===== config.mk =====
export PLATFORM = sky130hd
export DESIGN_NAME = ex_mem_stage
export DESIGN_NICKNAME = d
export VERILOG_FILES = /design/src/rtl/ex_mem_stage_pkg.sv /design/src/rtl/ex_mem_entry.sv /design/src/rtl/ex_mem_stage.sv
export SDC_FILE = /design/constraint.sdc
export NUM_CORES = 1
export LEC_CHECK = 0
export BUFFER_PORTS_ARGS = -buffer_cell sky130_fd_sc_hd__buf_2
export CORE_UTILIZATION = 25
export CTS_CLUSTER_DIAMETER = 30
export DETAILED_ROUTE_END_ITERATION = 10
export HOLD_SLACK_MARGIN = 0.15
export PLACE_DENSITY = 0.51
export SLEW_MARGIN = 20
export SYNTH_ARGS = -nofsm -noshare
export SYNTH_HDL_FRONTEND = slang
export SYNTH_HIERARCHICAL = 1
export SYNTH_SLANG_ARGS = --single-unit
export TNS_END_PERCENT = 30

===== constraint.sdc =====
create_clock -name clk -period 2.6 [get_ports clk]
set_input_delay 0.52 -clock clk [delete_from_list [all_inputs] [get_ports clk]]
set_output_delay 0.52 -clock clk [all_outputs]
set_load 0.02 [all_outputs]

===== src/rtl/ex_mem_stage_pkg.sv =====
// rtl/ex_mem_stage_pkg.sv - shared constants for the EX/MEM pipeline register
//
// Purpose: status-byte bit positions, control-bit positions and trap cause
//          encodings used by ex_mem_stage and ex_mem_entry.
// Ports:   none (package).
package ex_mem_stage_pkg;

  // Status byte layout: {zero, overflow, carry, negative, invalid_address, div_zero, 2'b00}
  localparam int ST_ZERO     = 7;
  localparam int ST_OVF      = 6;
  localparam int ST_CARRY    = 5;
  localparam int ST_NEG      = 4;
  localparam int ST_INV_ADDR = 3;
  localparam int ST_DIV0     = 2;

  // Control nibble layout: {trap_en, reg_write, mem_write, mem_read}
  localparam int CTRL_W         = 4;
  localparam int CTRL_TRAP_EN   = 3;
  localparam int CTRL_REG_WRITE = 2;
  localparam int CTRL_MEM_WRITE = 1;
  localparam int CTRL_MEM_READ  = 0;

  typedef enum logic [1:0] {
    CAUSE_NONE = 2'b00,
    CAUSE_OVF  = 2'b01,
    CAUSE_DIV0 = 2'b10,
    CAUSE_BOTH = 2'b11
  } trap_cause_e;

endpackage


===== src/rtl/ex_mem_entry.sv =====
// rtl/ex_mem_entry.sv - one payload slot of the EX/MEM pipeline register
//
// Purpose: holds result/status/store data/rd/ctrl; captures on load. When
//          kill_we is set during a load the architectural side effects
//          (reg_write, mem_write) are stripped from the captured ctrl.
// Ports:   clk, reset_n      clock, async active-low reset (payload -> 0)
//          load, kill_we    capture enable, write-enable suppression
//          d_*              payload in
//          q_*              payload out (registered)
module ex_mem_entry
  import ex_mem_stage_pkg::*;
#(
  parameter int DATA_W   = 32,
  parameter int STATUS_W = 8,
  parameter int RD_W     = 5
) (
  input  logic                clk,
  input  logic                reset_n,
  input  logic                load,
  input  logic                kill_we,
  input  logic [DATA_W-1:0]   d_result,
  input  logic [STATUS_W-1:0] d_status,
  input  logic [DATA_W-1:0]   d_store_data,
  input  logic [RD_W-1:0]     d_rd,
  input  logic [CTRL_W-1:0]   d_ctrl,
  output logic [DATA_W-1:0]   q_result,
  output logic [STATUS_W-1:0] q_status,
  output logic [DATA_W-1:0]   q_store_data,
  output logic [RD_W-1:0]     q_rd,
  output logic [CTRL_W-1:0]   q_ctrl
);

  logic [CTRL_W-1:0] ctrl_masked;

  // mem_read and trap_en deliberately survive the mask.
  always_comb begin
    ctrl_masked = d_ctrl;
    if (kill_we) begin
      ctrl_masked[CTRL_REG_WRITE] = 1'b0;
      ctrl_masked[CTRL_MEM_WRITE] = 1'b0;
    end
  end

  always_ff @(posedge clk or negedge reset_n) begin
    if (!reset_n) begin
      q_result     <= '0;
      q_status     <= '0;
      q_store_data <= '0;
      q_rd         <= '0;
      q_ctrl       <= '0;
    end else if (load) begin
      q_result     <= d_result;
      q_status     <= d_status;
      q_store_data <= d_store_data;
      q_rd         <= d_rd;
      q_ctrl       <= ctrl_masked;
    end
  end

endmodule


===== src/rtl/ex_mem_stage.sv =====
// rtl/ex_mem_stage.sv - EX/MEM pipeline register with skid buffer and arithmetic trap
//
// Purpose: two-slot (main + skid) pipeline register between EX and MEM with
//          valid/ready on both sides, overflow/div-zero trap detection at
//          accept, and a sticky OR of accepted status bytes.
// Ports:   clk, reset_n                    clock, async active-low reset
//          ex_valid/ex_ready, ex_*         upstream handshake and payload
//          mem_valid/mem_ready, mem_*      downstream handshake and payload
//          flush                           drop all held entries
//          trap, trap_cause                one-cycle trap pulse, held cause
//          sticky_status, status_clear     accumulated status flags, clear
module ex_mem_stage
  import ex_mem_stage_pkg::*;
#(
  parameter int DATA_W   = 32,
  parameter int STATUS_W = 8,
  parameter int RD_W     = 5
) (
  input  logic                clk,
  input  logic                reset_n,
  input  logic                ex_valid,
  output logic                ex_ready,
  input  logic [DATA_W-1:0]   ex_alu_result,
  input  logic [STATUS_W-1:0] ex_alu_status,
  input  logic [DATA_W-1:0]   ex_store_data,
  input  logic [RD_W-1:0]     ex_rd,
  input  logic [CTRL_W-1:0]   ex_ctrl,
  input  logic                flush,
  output logic                mem_valid,
  input  logic                mem_ready,
  output logic [DATA_W-1:0]   mem_alu_result,
  output logic [STATUS_W-1:0] mem_alu_status,
  output logic [DATA_W-1:0]   mem_store_data,
  output logic [RD_W-1:0]     mem_rd,
  output logic [CTRL_W-1:0]   mem_ctrl,
  output logic                trap,
  output logic [1:0]          trap_cause,
  output logic [STATUS_W-1:0] sticky_status,
  input  logic                status_clear
);

  logic main_valid, skid_valid;
  logic accept, live_accept, xfer, trap_hit;
  logic main_load, skid_load, main_kill;
  trap_cause_e cause_q;

  logic [DATA_W-1:0]   skid_result, skid_store_data;
  logic [STATUS_W-1:0] skid_status;
  logic [RD_W-1:0]     skid_rd;
  logic [CTRL_W-1:0]   skid_ctrl;

  logic [DATA_W-1:0]   main_d_result, main_d_store_data;
  logic [STATUS_W-1:0] main_d_status;
  logic [RD_W-1:0]     main_d_rd;
  logic [CTRL_W-1:0]   main_d_ctrl;

  logic [STATUS_W-1:0] acc_status;

  // ex_ready depends only on a flop, so mem_ready never reaches it combinationally.
  assign ex_ready  = !skid_valid;
  assign mem_valid = main_valid;

  assign accept      = ex_valid && ex_ready;
  assign live_accept = accept && !flush;
  assign xfer        = main_valid && mem_ready;
  assign trap_hit    = ex_ctrl[CTRL_TRAP_EN] &&
                       (ex_alu_status[ST_OVF] || ex_alu_status[ST_DIV0]);

  // Main refills from skid when it drains, otherwise from EX when it is free
  // or emptying this cycle. Skid only ever takes EX data while main is stuck.
  // Skid full implies ex_ready low, so the two refill sources never collide.
  assign main_load = !flush &&
                     ((skid_valid && xfer) ||
                      (live_accept && (!main_valid || xfer)));
  assign skid_load = live_accept && main_valid && !xfer;

  // Skid contents were already masked when they entered the skid.
  assign main_kill = !skid_valid && trap_hit;

  always_comb begin
    main_d_result     = ex_alu_result;
    main_d_status     = ex_alu_status;
    main_d_store_data = ex_store_data;
    main_d_rd         = ex_rd;
    main_d_ctrl       = ex_ctrl;
    if (skid_valid) begin
      main_d_result     = skid_result;
      main_d_status     = skid_status;
      main_d_store_data = skid_store_data;
      main_d_rd         = skid_rd;
      main_d_ctrl       = skid_ctrl;
    end
  end

  ex_mem_entry #(.DATA_W(DATA_W), .STATUS_W(STATUS_W), .RD_W(RD_W)) u_main (
    .clk          (clk),
    .reset_n      (reset_n),
    .load         (main_load),
    .kill_we      (main_kill),
    .d_result     (main_d_result),
    .d_status     (main_d_status),
    .d_store_data (main_d_store_data),
    .d_rd         (main_d_rd),
    .d_ctrl       (main_d_ctrl),
    .q_result     (mem_alu_result),
    .q_status     (mem_alu_status),
    .q_store_data (mem_store_data),
    .q_rd         (mem_rd),
    .q_ctrl       (mem_ctrl)
  );

  ex_mem_entry #(.DATA_W(DATA_W), .STATUS_W(STATUS_W), .RD_W(RD_W)) u_skid (
    .clk          (clk),
    .reset_n      (reset_n),
    .load         (skid_load),
    .kill_we      (trap_hit),
    .d_result     (ex_alu_result),
    .d_status     (ex_alu_status),
    .d_store_data (ex_store_data),
    .d_rd         (ex_rd),
    .d_ctrl       (ex_ctrl),
    .q_result     (skid_result),
    .q_status     (skid_status),
    .q_store_data (skid_store_data),
    .q_rd         (skid_rd),
    .q_ctrl       (skid_ctrl)
  );

  always_ff @(posedge clk or negedge reset_n) begin
    if (!reset_n) begin
      main_valid <= 1'b0;
      skid_valid <= 1'b0;
    end else if (flush) begin
      main_valid <= 1'b0;
      skid_valid <= 1'b0;
    end else begin
      if (main_load)  main_valid <= 1'b1;
      else if (xfer)  main_valid <= 1'b0;
      if (skid_load)  skid_valid <= 1'b1;
      else if (xfer)  skid_valid <= 1'b0;
    end
  end

  // Reserved low status bits never enter the sticky copy.
  assign acc_status = live_accept ? {ex_alu_status[STATUS_W-1:2], 2'b00} : '0;

  always_ff @(posedge clk or negedge reset_n) begin
    if (!reset_n) begin
      trap          <= 1'b0;
      cause_q       <= CAUSE_NONE;
      sticky_status <= '0;
    end else begin
      trap <= live_accept && trap_hit;
      if (live_accept && trap_hit)
        cause_q <= trap_cause_e'({ex_alu_status[ST_DIV0], ex_alu_status[ST_OVF]});
      sticky_status <= (status_clear ? '0 : sticky_status) | acc_status;
    end
  end

  assign trap_cause = cause_q;

endmodule


### Yosys cells after proc, flatten, opt, wreduce, memory -nomap -nowiden

Index checks and enable logic that the tools add are counted.

* flip-flop bits (word level): 175
* latch bits: 0
* bits in writable memories: 0
* ROM bits: 0
* bits of input ports: 87
* output and inout bits: 94
* logic and storage cells: 50
* memories kept: 0

* $add $sub $neg: 0
* multipliers: 0
* divide/modulo/power cells: 0
* $lt $le $gt $ge: 0
* eq/ne operators: 0
* shift operators: 0
* muxes and demuxes: 14
* bitwise gates (word level): 1
* reduce and logical (&&, ||, !) cells: 20

Operators by type and width (number)
* two-way mux 32 bit: 2
* two-way mux 8 bit: 3
* logical AND 1 bit: 11
* OR 8 bit: 1
* nonzero test 3 bit: 2
* two-way mux 1 bit: 5
* two-way mux 5 bit: 1
* zero test 1 bit: 4
* two-way mux 2 bit: 2
* two-way mux 4 bit: 1
* logical OR 1 bit: 3

### Longest topological paths before layout

* depth in word-level cells: 8
* gate-level depth with buffers: 9
* mapped depth without buffers: 5

### By module

Netlist, hierarchy kept.

Modules (own cells, without submodules)
* ex_mem_entry: instances 2, cells each 175, area each 3291.9 µm², seq. area each 2026.9 µm²
* ex_mem_stage: instances 1, cells each 129, area each 1467.7 µm², seq. area each 275.3 µm²

### Worst setup path after synthesis

OpenSTA, ideal clock, no wires.

* path type: register to register
* from: register skid_valid
* to: register u_main.q_result[0]
* setup time: 0.125 ns
* arrival time: 1.748 ns
* data required time: 2.475 ns
* path slack: 0.727 ns
* cell stages (with the launch flop): 9
* path buffers: 5
* clock period less this slack: 1.873 ns
* cells stage by stage: dfrtp_1 -> buf_6 -> buf_6 -> buf_6 -> nand2_1 -> a221oi_1 -> buf_6 -> buf_6 -> mux2_4

* word-level cells in the longest chain between the ends: 6

RTL lines
* start, declared: RTL line ex_mem_stage.sv:42 `logic main_valid, skid_valid;`
* start signal, assigned: RTL line ex_mem_stage.sv:132 `skid_valid <= 1'b0;`
* start signal, assigned: RTL line ex_mem_stage.sv:135 `skid_valid <= 1'b0;`
* start signal, assigned: RTL line ex_mem_stage.sv:139 `if (skid_load) skid_valid <= 1'b1;`
* zero test 1 bit: RTL line ex_mem_stage.sv:60 `assign ex_ready = !skid_valid;`
* logical AND 1 bit: RTL line ex_mem_stage.sv:63 `assign accept = ex_valid && ex_ready;`
* logical AND 1 bit: RTL line ex_mem_stage.sv:64 `assign live_accept = accept && !flush;`
* logical AND 1 bit: RTL line ex_mem_stage.sv:74 `(live_accept && (!main_valid || xfer)));`
* logical OR 1 bit (*): RTL line ex_mem_stage.sv:73 `((skid_valid && xfer) ||`
* logical AND 1 bit (*): RTL line ex_mem_stage.sv:72 `assign main_load = !flush &&`
* net main_load: RTL line ex_mem_stage.sv:44 `logic main_load, skid_load, main_kill;`
* end signal, assigned: RTL line ex_mem_entry.sv:52 `q_result <= d_result;`
* end, declared: RTL line ex_mem_entry.sv:26 `output logic [DATA_W-1:0] q_result,`

Mark *: on every way through the listed nets, which the timed path passes. The rest lies on a longest branch.
A chain may end at the register's enable or synchronous reset.

### Worst setup path after layout

* from: register skid_valid
* to: output ex_ready

* word-level cells in the longest chain between the ends: 1

RTL lines
* zero test 1 bit: RTL line ex_mem_stage.sv:60
* end, declared: RTL line ex_mem_stage.sv:22 `output logic ex_ready,`

Every way passes these cells.

==> impl_summary.txt <==
----------------------------------------------------
[Run status]
  Outcome ... finished, final reports clean

[Timing]
  Worst setup skew after layout ... 0.00901 ns
  Total count of max-transition violations in the final report ... 0
  Number of failing hold endpoints at the final stage ... 0
  Worst setup margin ... 0.363 ns
  Final setup violating endpoints ... 0
  Highest clock rate ... 447 MHz
  Final critical path time including I/O delays and setup ... 2.24 ns
  Worst slew pin tran ... 0.710 ns
  Tightest slew margin relative to the limit ... 52.7%
  Summed negative setup slack over all endpoints ... 0 ns
  Final worst path period share ... 86.0%
  RSZ-0062 raised after global routing ... false

[Logic synthesis]
  Cell Area, Synth ... 0.00805 sq mm
  Leading area contributor after synthesis ... dfrtp_1
  Commonest cells in the synthesized netlist ... dfrtp_1, mux2_4, mux2_2
  Share of synthesized registers carrying an async set or reset ... 100%
  Register bit count reported by yosys ... 173
  Synthesized area per cell ... 16.8 sq um
  Cell with the most instances after synthesis ... dfrtp_1
  Sequential area share after synthesis ... 53.8%
  YS warnings ... 6
  Top_reg_cell synth ... dfrtp_1
  Count of unique library cells instantiated by Yosys ... 21
  Mapped Cells ... 479
  Main area contributors after synthesis ... dfrtp_1, mux2_4, mux2_2, buf_6, a22o_1
  Count of flip-flops with a built-in enable after synthesis ... 0
  Share of the synthesized area in the top cell type ... 53.8%

[Layout]
  Final design area excluding fillers ... 0.00999 sq mm
  Number of fillers in the final layout ... 3,116
  Final #Nets ... 749
  Layout overhead on the synthesized area ... 24.1%
  Share of post-route cells with drive strength above 1 ... 69.2%

[Worst setup path]
  Cells along the critical path ... buf_4 > inv_1 > buf_2
  Worst-path fanout max ... 48
  Crit path kind ... reg -> out
  Standard cell with the maximum stage delay on the critical path ... buf_4
  Category of the worst setup path launch point ... flop
  Worst EP required ... 2.08 ns
  Endpoint arrival time on the critical path ... 1.72 ns
  Cell family contributing the most delay on the critical path ... buffers and inverters
  Count of buffer and inverter cells on the critical path ... 3
  Worst Setup End Kind ... primary output
  Maximum single-stage delay on the critical path ... 0.55 ns

[Global routing]
  Wire length of the first global-routing pass ... 28.2 mm
  Maximum number of pins on one net before global-route repair ... 64
  Via count of the first global-routing pass ... 4,968
  Overall track demand over capacity in global routing ... 11.2%
  Global route total overflow ... 0
  Number of antenna violations at the first check in global routing ... 1

[Floorplanning]
  Width of the die ... 181 microns
  Number of rows in the core area ... 65
  Total die area ... 0.0329 sq mm
  Ports placed on the boundary ... 181
  Initial Utilization ... 25.4%
  Die Height ... 181 microns
  Area of the placeable core ... 0.0316 sq mm

[Route]
  Initial detailed-routing violation count ... 145
  Vias per cell ... 4.18
  Average wire per standard cell ... 16.1 microns
  First-pass detailed-route iteration total ... 5
  Antenna viol nets, final ... 0
  Via count ... 4,505
  Post-route DRC violation count ... 0
  Overall routed net length ... 17.4 mm

[Placement]
  Detailed Place HPWL ... 11.2 mm
  Post-place instance area ... 0.00937 sq mm
  Worst slack at placement ... 0.520 ns
  Count of input and output buffers ... 178
  RePlAce Congestion ... 0.697

[Clock network]
  Clock latency of the later-clocked register in the worst-skew pair ... 0.44 ns
  TritonCTS clock tree ... done
  Clock transition at the registers of the reported paths ... 0.07 ns
  CTS resizes ... 0
  Buffer depth of the longest clock path ... 2
  Number of clock sinks ... 173
  Depth of the CTS H-tree ... 4
  Root buffer cell ... clkbuf_16
  Inserted Clock Buffers ... 17

[Pwr]
  Power Total ... 0.00858 W
  Leakage power total ... 4.65 nW
  Power Density ... 859 mW/mm^2
  Peak VDD IR ... 412 uV

[Flow run]
  Max capacitance violation total ... 0

[Hold path]
  Hold/Removal Path Class ... in -> reg

----------------------------------------------------
-- flip-flops by register name, summed over array words and instances (netlist names), 5 cells and up --
name and cells:
sticky_status 6, u_main/q_rd 5, u_main/q_result 32, u_main/q_status 8, u_main/q_store_data 32, u_skid/q_rd 5, u_skid/q_result 32, u_skid/q_status 8
u_skid/q_store_data 32
-- per-stage QoR --
step           std cells  util, %  hold WS, ns
3_3_place_gp        1044     29.6        0.452
3_5_place_dp        1044     29.6        0.449
2_1_floorplan        480        -        0.224
5_1_grt             1077     31.6        0.256
6_report            1078     31.6        0.277
4_1_cts             1077     31.6        0.237
-- final cells by class --
class                   count  area, sq um  area share, %
flip-flops and latches    173         4330           43.4
clock buffers              18          429           4.30
multi-input cells         269         3430           34.3
diodes                      1         2.50         0.0250
well taps                 402          503           5.03
clock inverters            14          180           1.80
inverters                   8         30.0          0.301
repair buffers            193         1090           10.9
-- what timing repair did --
| action | in CTS | in global routing |
|---|---|---|
| endpoints found under the hold margin | 31 | 0 |
| setup buffers | 0 | 0 |
| hold buffers | 1 | 0 |
-- layer usage --
metal / up-vias / track usage (%) / wire (microns)
met5: - / 0 / 0
met4: 0 / 4.17 / 229
li1: 2078 / - / -
met1: 2316 / 13.9 / 7960
met2: 99 / 18.0 / 8380
met3: 12 / 3.49 / 793
-- worst paths after layout --
path / from / end / slack, ns / depth (start not counted)
worst max-delay path: skid_valid$_DFFE_PN0P_ / ex_ready / 0.36 / 3
worst min-delay path: mem_ready / skid_valid$_DFFE_PN0P_ / 0.28 / 2
worst max register to register: skid_valid$_DFFE_PN0P_ / u_skid/q_ctrl[3]$_DFFE_PN0P_ / 0.61 / 5
worst min register to register: trap_cause[0]$_DFFE_PN0P_ / trap_cause[0]$_DFFE_PN0P_ / 0.49 / 1
max in group asynchronous: reset_n / u_main/q_result[23]$_DFFE_PN0P_ / 1.36 / 3
min in group asynchronous: reset_n / u_main/q_store_data[2]$_DFFE_PN0P_ / 0.55 / 2
-- worst register-to-register path, stage by stage (launching register included) --
cell,delay (ns)
dfrtp_4,0.48
nand2b_4,0.18
nor2_1,0.14
and3_4,0.43
buf_12,0.27
mux2_2,0.38
-- kinds of logic (layout without fill, tap and decap cells) --
logic type	Yosys count	after routing	synth area share [%]
multiplexers	241	241	39.9
flip-flops	173	173	53.8
other	1	3	0.0466
AO/OA/AOI/OAI	16	16	1.35
buffers and inverters	38	233	4.01
AND/OR/NAND/NOR	10	10	0.964
-- layout by cell type (no fill, tap or decap), drive strengths merged --
cell type	Yosys	routed
nand2b	1	1
nor3	1	1
and3	1	1
nand2	1	1
buf	30	192
a221oi	1	1
bufinv	0	3
inv	8	15
clkinv	0	3
a211oi	1	1
mux2	241	241
dfrtp	173	173
dlygate4sd3	0	1
clkbuf	0	18
clkinvlp	0	1
a22o	6	6
conb	1	2
a21oi	2	2
diode	0	1
nor2	2	2
o21ai	6	6
nand3b	4	4
-- power by group --
| part | internal (W) | switching, W |
|---|---|---|
| clock | 0.00154 | 0.00119 |
| sequential | 0.00336 | 0.000338 |
| combinational | 0.00120 | 0.000962 |
| total | 0.00610 | 0.00249 |
(Power assumes the default switching activity.)
